**src/rtl/pe_pkg.sv**
```systemverilog
// -----------------------------------------------------------------------------
// pe_pkg
// Shared PE definitions: the scratchpad controller FSM state encoding and the
// job descriptor latched at the start of every scratchpad job.
//
// Contents:
//   spad_state_t : SPAD_IDLE / SPAD_FILL / SPAD_READ / SPAD_DRAIN
//   spad_job_t   : len (words per pass, already clamped), reuse (extra
//                  passes), keep (replay without refilling)
// -----------------------------------------------------------------------------
package pe_pkg;

  // Wide enough for any scratchpad address width up to 16 bits plus one;
  // users zero-extend their ADDR+1 bit length into it.
  localparam int SPAD_LEN_W = 17;

  typedef enum logic [1:0] {
    SPAD_IDLE,
    SPAD_FILL,
    SPAD_READ,
    SPAD_DRAIN
  } spad_state_t;

  typedef struct packed {
    logic [SPAD_LEN_W-1:0] len;
    logic [7:0]            reuse;
    logic                  keep;
  } spad_job_t;

endpackage

```
**src/rtl/pe_spad_outreg.sv**
```systemverilog
// -----------------------------------------------------------------------------
// pe_spad_outreg
// Registered, back-pressurable output stage toward the MAC. Holds one
// WIDTH-bit word plus its last flag. A load always wins; otherwise the word
// is dropped once the consumer takes it. The caller only asserts load when
// the register is empty or being consumed, so nothing is ever overwritten.
//
// Ports:
//   clk, rst_n            : clock, asynchronous active-low reset
//   load                  : capture load_data/load_last this cycle
//   load_data, load_last  : word and end-of-pass flag to capture
//   out_ready             : consumer ready
//   out_valid, out_data,
//   out_last              : registered output stream
// -----------------------------------------------------------------------------
module pe_spad_outreg #(
  parameter int WIDTH = 8
) (
  input  logic             clk,
  input  logic             rst_n,
  input  logic             load,
  input  logic [WIDTH-1:0] load_data,
  input  logic             load_last,
  input  logic             out_ready,
  output logic             out_valid,
  output logic [WIDTH-1:0] out_data,
  output logic             out_last
);

  logic [WIDTH:0] word_q;
  logic           valid_q;

  // Load has priority; an unreplaced word clears its valid when consumed and
  // otherwise holds stable under back-pressure.
  always_ff @(posedge clk or negedge rst_n) begin
    if (!rst_n) begin
      valid_q <= 1'b0;
      word_q  <= '0;
    end else if (load) begin
      valid_q <= 1'b1;
      word_q  <= {load_last, load_data};
    end else if (valid_q && out_ready) begin
      valid_q <= 1'b0;
    end
  end

  assign out_valid = valid_q;
  assign out_data  = word_q[WIDTH-1:0];
  assign out_last  = word_q[WIDTH];

endmodule

```
**src/rtl/pe_spad_ctrl.sv**
```systemverilog
// -----------------------------------------------------------------------------
// pe_spad_ctrl
// Sequences one PE scratchpad: a job descriptor selects len words, which are
// streamed in from the global-buffer side (FILL) and then replayed reuse+1
// times to the MAC through a registered output (READ, then DRAIN while the
// last word waits to be taken). keep=1 skips FILL and replays what is already
// in the scratchpad.
//
// Ports:
//   clk, rst_n                        : clock, asynchronous active-low reset
//   cfg_valid/cfg_ready, cfg_len,
//   cfg_reuse, cfg_keep               : job descriptor handshake
//   in_valid/in_ready, in_data        : fill stream
//   out_valid/out_ready, out_data,
//   out_last                          : read stream to the MAC
//   done                              : one-cycle job-complete pulse
//   spad_wen, spad_addr, spad_wrdata,
//   spad_rdata                        : scratchpad pins (combinational read)
//   stall_cnt                         : only with PE_SPAD_CTRL_PERF_EN defined;
//                                       saturating count of output stalls
//                                       since the last cfg handshake
// -----------------------------------------------------------------------------
module pe_spad_ctrl
  import pe_pkg::*;
#(
  parameter int WIDTH = 8,
  parameter int ADDR  = 6,
  parameter int SIZE  = 64
) (
  input  logic             clk,
  input  logic             rst_n,
  input  logic             cfg_valid,
  output logic             cfg_ready,
  input  logic [ADDR:0]    cfg_len,
  input  logic [7:0]       cfg_reuse,
  input  logic             cfg_keep,
  input  logic             in_valid,
  output logic             in_ready,
  input  logic [WIDTH-1:0] in_data,
  output logic             out_valid,
  input  logic             out_ready,
  output logic [WIDTH-1:0] out_data,
  output logic             out_last,
  output logic             done,
  output logic             spad_wen,
  output logic [ADDR-1:0]  spad_addr,
  output logic [WIDTH-1:0] spad_wrdata,
  input  logic [WIDTH-1:0] spad_rdata
`ifdef PE_SPAD_CTRL_PERF_EN
  ,
  output logic [15:0]      stall_cnt
`endif
);

  localparam int            LW     = ADDR + 1;
  localparam logic [LW-1:0] SIZE_L = LW'(SIZE);

  spad_state_t     state_q, state_d;
  spad_job_t       job_q;
  logic [ADDR-1:0] wr_ptr_q, rd_ptr_q, last_idx;
  logic [8:0]      pass_q;
  logic            done_q;
  logic [LW-1:0]   cfg_len_clamped;
  logic            cfg_fire, fill_fire, out_fire, issue, rd_wrap, final_pass;

  assign cfg_len_clamped = (cfg_len > SIZE_L) ? SIZE_L : cfg_len;
  // len never exceeds SIZE <= 2^ADDR, so len-1 always fits in ADDR bits.
  assign last_idx   = ADDR'(job_q.len - SPAD_LEN_W'(1));

  assign cfg_ready  = (state_q == SPAD_IDLE);
  assign cfg_fire   = cfg_valid && cfg_ready;
  // A keep job never reaches FILL; the extra term keeps it from ever writing.
  assign in_ready   = (state_q == SPAD_FILL) && !job_q.keep;
  assign fill_fire  = in_valid && in_ready;
  assign out_fire   = out_valid && out_ready;
  // Issue whenever the output register is free or drains this very cycle,
  // which gives back-to-back words across pass boundaries.
  assign issue      = (state_q == SPAD_READ) && (!out_valid || out_ready);
  assign rd_wrap    = (rd_ptr_q == last_idx);
  assign final_pass = (pass_q == {1'b0, job_q.reuse});
  assign done       = done_q;

  // FSM state register.
  always_ff @(posedge clk or negedge rst_n) begin
    if (!rst_n) state_q <= SPAD_IDLE;
    else        state_q <= state_d;
  end

  // Next-state decode and scratchpad pin drive; only FILL and READ touch the
  // scratchpad, so write and read can never collide.
  always_comb begin
    state_d     = state_q;
    spad_wen    = 1'b0;
    spad_addr   = '0;
    spad_wrdata = '0;
    case (state_q)
      SPAD_IDLE: begin
        if (cfg_fire && (cfg_len_clamped != '0))
          state_d = cfg_keep ? SPAD_READ : SPAD_FILL;
      end
      SPAD_FILL: begin
        spad_addr = wr_ptr_q;
        if (fill_fire) begin
          spad_wen    = 1'b1;
          spad_wrdata = in_data;
          if (wr_ptr_q == last_idx) state_d = SPAD_READ;
        end
      end
      SPAD_READ: begin
        spad_addr = rd_ptr_q;
        if (issue && rd_wrap && final_pass) state_d = SPAD_DRAIN;
      end
      SPAD_DRAIN: begin
        if (out_fire) state_d = SPAD_IDLE;
      end
      default: state_d = SPAD_IDLE;
    endcase
  end

  // Job latch, write/read pointers and pass counter. The done pulse covers
  // both the empty job and the final word being taken in DRAIN.
  always_ff @(posedge clk or negedge rst_n) begin
    if (!rst_n) begin
      job_q    <= '0;
      wr_ptr_q <= '0;
      rd_ptr_q <= '0;
      pass_q   <= '0;
      done_q   <= 1'b0;
    end else begin
      done_q <= (cfg_fire && (cfg_len_clamped == '0)) ||
                ((state_q == SPAD_DRAIN) && out_fire);
      if (cfg_fire) begin
        job_q.len   <= SPAD_LEN_W'(cfg_len_clamped);
        job_q.reuse <= cfg_reuse;
        job_q.keep  <= cfg_keep;
        wr_ptr_q    <= '0;
        rd_ptr_q    <= '0;
        pass_q      <= '0;
      end else begin
        if (fill_fire) wr_ptr_q <= wr_ptr_q + ADDR'(1);
        if (issue) begin
          if (rd_wrap) begin
            rd_ptr_q <= '0;
            pass_q   <= pass_q + 9'd1;
          end else begin
            rd_ptr_q <= rd_ptr_q + ADDR'(1);
          end
        end
      end
    end
  end

  pe_spad_outreg #(
    .WIDTH(WIDTH)
  ) u_outreg (
    .clk       (clk),
    .rst_n     (rst_n),
    .load      (issue),
    .load_data (spad_rdata),
    .load_last (rd_wrap),
    .out_ready (out_ready),
    .out_valid (out_valid),
    .out_data  (out_data),
    .out_last  (out_last)
  );

`ifdef PE_SPAD_CTRL_PERF_EN
  // Saturating count of cycles the MAC leaves a valid word waiting.
  always_ff @(posedge clk or negedge rst_n) begin
    if (!rst_n)
      stall_cnt <= '0;
    else if (cfg_fire)
      stall_cnt <= '0;
    else if (out_valid && !out_ready && (stall_cnt != 16'hFFFF))
      stall_cnt <= stall_cnt + 16'd1;
  end
`endif

endmodule
```
**config.mk**
```make
export PLATFORM = sky130hd
export DESIGN_NAME = pe_spad_ctrl
export DESIGN_NICKNAME = d
export VERILOG_FILES = /design/src/rtl/pe_pkg.sv /design/src/rtl/pe_spad_outreg.sv /design/src/rtl/pe_spad_ctrl.sv
export SDC_FILE = /design/constraint.sdc
export NUM_CORES = 1
export LEC_CHECK = 0
export CAP_MARGIN = 0
export CORE_MARGIN = 2
export CORE_UTILIZATION = 51
export DETAILED_ROUTE_END_ITERATION = 12
export PLACE_DENSITY = 0.81
export RECOVER_POWER = 100
export SLEW_MARGIN = 20
export SYNTH_ARGS = -nofsm -noshare
export SYNTH_HDL_FRONTEND = slang
export SYNTH_SLANG_ARGS = --single-unit
```
**constraint.sdc**
```tcl
create_clock -name clk -period 3.3 [get_ports clk]
set_input_delay 0.66 -clock clk [delete_from_list [all_inputs] [get_ports clk]]
set_output_delay 0.66 -clock clk [all_outputs]
set_load 0.01 [all_outputs]
```
* Word level (Yosys, flattened, before mapping)
Cells that the tools add are included. W data, S select, Z words.
Operators by class: add/subtract/negate cells 4, $lt $le $gt $ge 1, equal/unequal tests 11, multiplexer cells 23, reductions and logical operators 23
Operators by type and width (number):
- $mux W6 | 5
- $mux W9 | 3
- $mux W8 | 2
- $add A6 B1 Y6 const B | 2
- $eq A6 B6 Y1 | 2
- $mux W2 | 6
- $pmux W6 S2 | 1
- $logic_and A1 B1 Y1 | 10
- $add A9 B1 Y9 const B | 1
- $eq A9 B8 Y1 | 1
- $pmux W2 S4 | 1
- $reduce_bool A2 Y1 | 4
- $gt A7 B7 Y1 const B | 1
- $logic_not A7 Y1 | 1
- $mux W7 | 1
- $reduce_bool A7 Y1 | 1
- $ne A2 B1 Y1 const B | 3
- $sub A6 B1 Y6 const B | 1
- $reduce_and A5 Y1 | 1
- $eq A2 B2 Y1 const B | 2
- $mux W1 | 4
- $ne A2 B2 Y1 const B | 2
- $eq A2 B1 Y1 const B | 1
- $logic_not A1 Y1 | 2
- other kinds (3) | 4
Storage, ports and cells: flip-flop bits (word level) 49, input bits 37, output and inout bits 28, word-level logic and storage cells 72

* Depth between registers and ports, before layout
depth after elaboration 7, depth in mapped cells 10, depth with buffers taken out 8

* Cells and area by module
From an unflattened synthesis, not the netlist that was laid out.
Second synthesis, totals: cell total of the unflattened synthesis 318, area, all modules 2966.6 um^2
Modules (own cells, without submodules):
- pe_spad_ctrl | times used 1, cells an instance 296, area each 2557.5 um^2, sequential area each 975.9 um^2
- pe_spad_outreg | times used 1, cells an instance 22, area each 409.1 um^2, sequential area each 250.2 um^2

* Least setup slack after synthesis
OpenSTA, ideal clock, no wires.
kind register -> output, start point register state_q[1], end point output port spad_wrdata[0], arrival time 1971 ps, required time 2640 ps, slack 669 ps, cell stages (with the launch flop) 9, buffers on the path 3, cell sequence dfrtp_1 -> inv_1 -> ha_1 -> clkbuf_1 -> nor2b_1 -> and2_1 -> clkbuf_1 -> clkbuf_1 -> and2_1
On the way: cells in the longest elaborated chain, start to end 5
RTL lines:
- from (decl) | RTL line pe_spad_ctrl.sv:58 | spad_state_t state_q, state_d;
- from (signal assigned) | RTL line pe_spad_ctrl.sv:86 | else state_q <= state_d;
- $eq A2 B1 Y1 | RTL line pe_spad_ctrl.sv:73 | assign in_ready = (state_q == SPAD_FILL) && !job_q.keep;
- $logic_and A1 B1 Y1 | RTL line pe_spad_ctrl.sv:73
- net in_ready | RTL line pe_spad_ctrl.sv:38 | output logic in_ready,
- $logic_and A1 B1 Y1 | RTL line pe_spad_ctrl.sv:74 | assign fill_fire = in_valid && in_ready;
- $mux W8 | RTL line pe_spad_ctrl.sv:103 | if (fill_fire) begin
- $mux W8 | RTL line pe_spad_ctrl.sv:96 | case (state_q)
- to (decl) | RTL line pe_spad_ctrl.sv:47 | output logic [WIDTH-1:0] spad_wrdata,
The timed path passes the listed nets, and every way through them passes these cells.

* Worst setup path in the final report
start point register state_q[1], end point output port spad_wrdata[7]
On the way: cells in the longest elaborated chain, start to end 5
RTL lines (RTL line):
- $eq A2 B1 Y1 * | pe_spad_ctrl.sv:73, pe_spad_ctrl.sv:96
- $logic_and A1 B1 Y1 | pe_spad_ctrl.sv:73
- $logic_and A1 B1 Y1 | pe_spad_ctrl.sv:74
- $mux W8 | pe_spad_ctrl.sv:103
- $mux W8 * | pe_spad_ctrl.sv:96
Every way passes the cells marked *; elsewhere a longest branch is shown, timed or not.

==> flow_summary.yaml <==
sta:
  maxSlewViolCount: 50
  tightest_slew_ns: 2.55
  post-route-period-util: 0.945
  setup_viol: 0
  finalHoldViolCount: 0
  rsz0062_at_grt: "no"
  fin_tns_setup_ns: 0
  fin_skew_ns: 0.00610
  slew_headroom: -0.702
  clock.fmax_mhz: 321
  finalCriticalPeriod_ns: 3.12
  finalWorstSetupSlack_ns: 0.182
clock_network:
  cts_tree: "done"
  cts_setup_buffers: 0
  htreeDepth: 2
  clock_path_buffers: 2
  cts_sinks: 49
  clock_latency_ns: 0.30
  ctsRootBufferMaster: "clkbuf_8"
  cts_hold_repair.buffers: 0
  cts_made_buffers: 5
  cts.reportedPaths.clkPinSlew_ns: 0.08
  ctsResizeCount: 0
status:
  status: "complete, but fails checks"
  violations: "capacitance limit, slew limit"
detailed_routing:
  wirelength_um: 6510
  vias: 2458
  drt.antenna.violating_nets: 0
  drc_errors: 0
  drtIter0Drc: 147
  dr.pass1.iters: 4
  routed_via_density: 5.56
  wire_per_inst_um: 14.7
die:
  die_h_um: 78.9
  core_um2: 5470
  dieArea_um2: 6230
  die_w_um: 78.9
  ios: 65
  rows: 27
  start_util: 0.523
critical_path:
  path_delay_family: "buffers and inverters"
  critPathMaxFanout: 15
  critPathBufInv: 2
  end_kind: "output pin"
  critical_path.cell_chain: "inv_1, ha_1, nor2b_1, and2_2, and2_1, dlygate4sd3_1"
  cpMaxStageDelayCell: "dlygate4sd3_1"
  crit_required_ns: 2.64
  arrival_ns: 2.46
  critPathKind: "reg -> out"
  slowest_delay_ns: 0.59
  start_kind: "flip-flop"
global_route:
  antenna_found_initial: 0
  gr-usage-met1: 0.278
  grt_util_met3: 0.0489
  grt-ovfl-total: 0
  grt_usage: 0.222
  grt_pass1_vias: 2318
  grt_max_degree: 50
  grt_pass1_wl_um: 10900
  use_met2: 0.390
  grt_busiest_layer: "met2"
place:
  pre_cts_ws_ns: 0.400
  numPortBuffers: 64
  dp_hpwl_um: 4850
  place.gp.congestion: 0.856
  placed_cells: 435
yosys:
  synth-compound-area-share: 0.101
  synth_top_area_share: 0.429
  async_flop_share: 1.00
  synth_fp_nets: 360
  synth_top_family_by_area: "simple AND/OR/NAND/NOR gates"
  synth_fa_ha_area_frac: 0.0385
  yosys.area.top_type: "dfrtp_1"
  avgSynthCellArea_um2: 9.08
  synth-edff-count: 0
  yosysWarnings: 0
  syn-instance-count: 315
  yosys.area_share.simple: 0.275
  synthMuxAreaShare: 0.0210
  ys_ff_latch: 49
  seq_area_frac_synth: 0.429
  ys_top_cells_by_count: "nand2_1 (78), dfrtp_1 (49), clkbuf_1 (14), xor2_1 (14)"
  synthTopCellsByArea: "dfrtp_1 (43%), nand2_1 (10%), xor2_1 (4.3%), xnor2_1 (3.7%), ha_1 (3.5%)"
  yosysUniqueCellTypes: 51
  synth_flop_cell: "dfrtp_1"
  synth_xor_area_frac: 0.0953
  syn_area_um2: 2860
  synth_most_common_cell: "nand2_1"
final_layout:
  fin_nets: 415
  num_antenna_cells: 0
  layout-drive-gt1-share: 0.0324
  finish.utilization: 0.658
  instances_no_fill: 442
  area_growth_syn_to_layout_pct: 25.8
power_and_ir_drop:
  p_per_area_nw_per_um2: 739
  ir_worst_vdd_mv: 0.322
  p_leak_uw: 0.00164
flow_run:
  cap_violations: 1
worst_hold_path:
  min_path_type: "reg -> reg"
==> worst register-to-register path, delay by kind of cell, from the launching register on <==
kind | cells | cell delay [ns]
xor+xnor | 2 | 0.40
flops | 1 | 0.52
fa+ha+maj | 1 | 0.29
buf+inv | 2 | 0.37
simple gates | 4 | 1.24
==> stage by stage <==
step           hold slack, ns  instance area [um2]  power [uW]
2_1_floorplan           0.364                 2860        1900
3_3_place_gp            0.459                 3530        2320
3_5_place_dp            0.465                 3530        2370
4_1_cts                 0.486                 3620        2730
5_1_grt                 0.508                 3600        2870
6_report                0.475                 3600        2660
==> path summary, 6_finish.rpt <==
path | startpoint | end | slack (ns) | cells after the start
worst min register to register | u_outreg.word_q[0] | u_outreg.word_q[0] | 0.48 | 2
worst max-delay path | state_q[1] | spad_wrdata[7] | 0.18 | 6
worst max register to register | job_q[9] | pass_q[2] | 0.41 | 9
worst min-delay path | u_outreg.word_q[0] | u_outreg.word_q[0] | 0.48 | 2
max in group asynchronous | rst_n | state_q[1] | 0.71 | 1
min in group asynchronous | rst_n | wr_ptr_q[2] | 1.14 | 1
==> cells in the final DEF (no fill, tap or decap), types with 3 or more instances in the layout <==
cell             synthesis  layout
and2_1                  12       6
and2_0                   0       5
nand2b_1                 4       4
dfrtp_1                 49      49
clkbuf_1                14       4
clkbuf_8                 0       6
inv_1                   10      10
and3_1                   3       3
mux2i_1                  6       6
or3_1                    4       4
clkdlybuf4s50_1          0      42
nor2b_1                  8       8
dlygate4sd3_1            0      21
xnor2_1                 12      12
o21ai_0                 10      11
a21oi_1                  4       4
a22oi_1                  7       7
a31oi_1                  3       3
or4_1                    3       3
ha_1                     8       8
nand3b_1                 7       7
o31ai_1                  3       3
nor3b_1                  3       3
nand4_1                  4       4
nor2_1                   9       9
nand3_1                  6       7
xor2_1                  14      14
nand2_1                 78      78
==> metal layers <==
metal | vias to the layer above | part of all wire
met5 | - | 0
met4 | 0 | 0.011
met3 | 10 | 0.065
met2 | 90 | 0.51
met1 | 1179 | 0.42
li1 | 1179 | -
==> cell families (layout without fill, tap and decap cells) <==
group / Yosys count / count (layout)
simple gates: 152 / 152
flops: 49 / 49
compound gates: 42 / 42
fa+ha+maj: 9 / 9
buf+inv: 29 / 84
xor+xnor: 28 / 28
mux: 6 / 6
==> power by group <==
group / internal (uW) / total (uW) / switching [uW]
Clock: 166 / 361 / 195
Sequential: 784 / 972 / 188
Combinational: 600 / 1320 / 724
==> sequential cells by signal, indices dropped and copies added, names as in the netlist <==
name	cells
pass_q	9
state_q	2
done	1
wr_ptr_q	6
job_q	15
u_outreg.out_valid	1
u_outreg.word_q	9
rd_ptr_q	6
==> area by class of cell <==
cell class | count | area [um2]
Clock buffer | 6 | 82.6
Clock inverter | 1 | 7.51
Fill cell | 469 | 1870
Inverter | 10 | 37.5
Multi-Input combinational cell | 237 | 1510
Sequential cell | 49 | 1230
Tap cell | 72 | 90.1
Timing Repair Buffer | 67 | 646
Note: power is estimated with default switching activity, not from simulation.
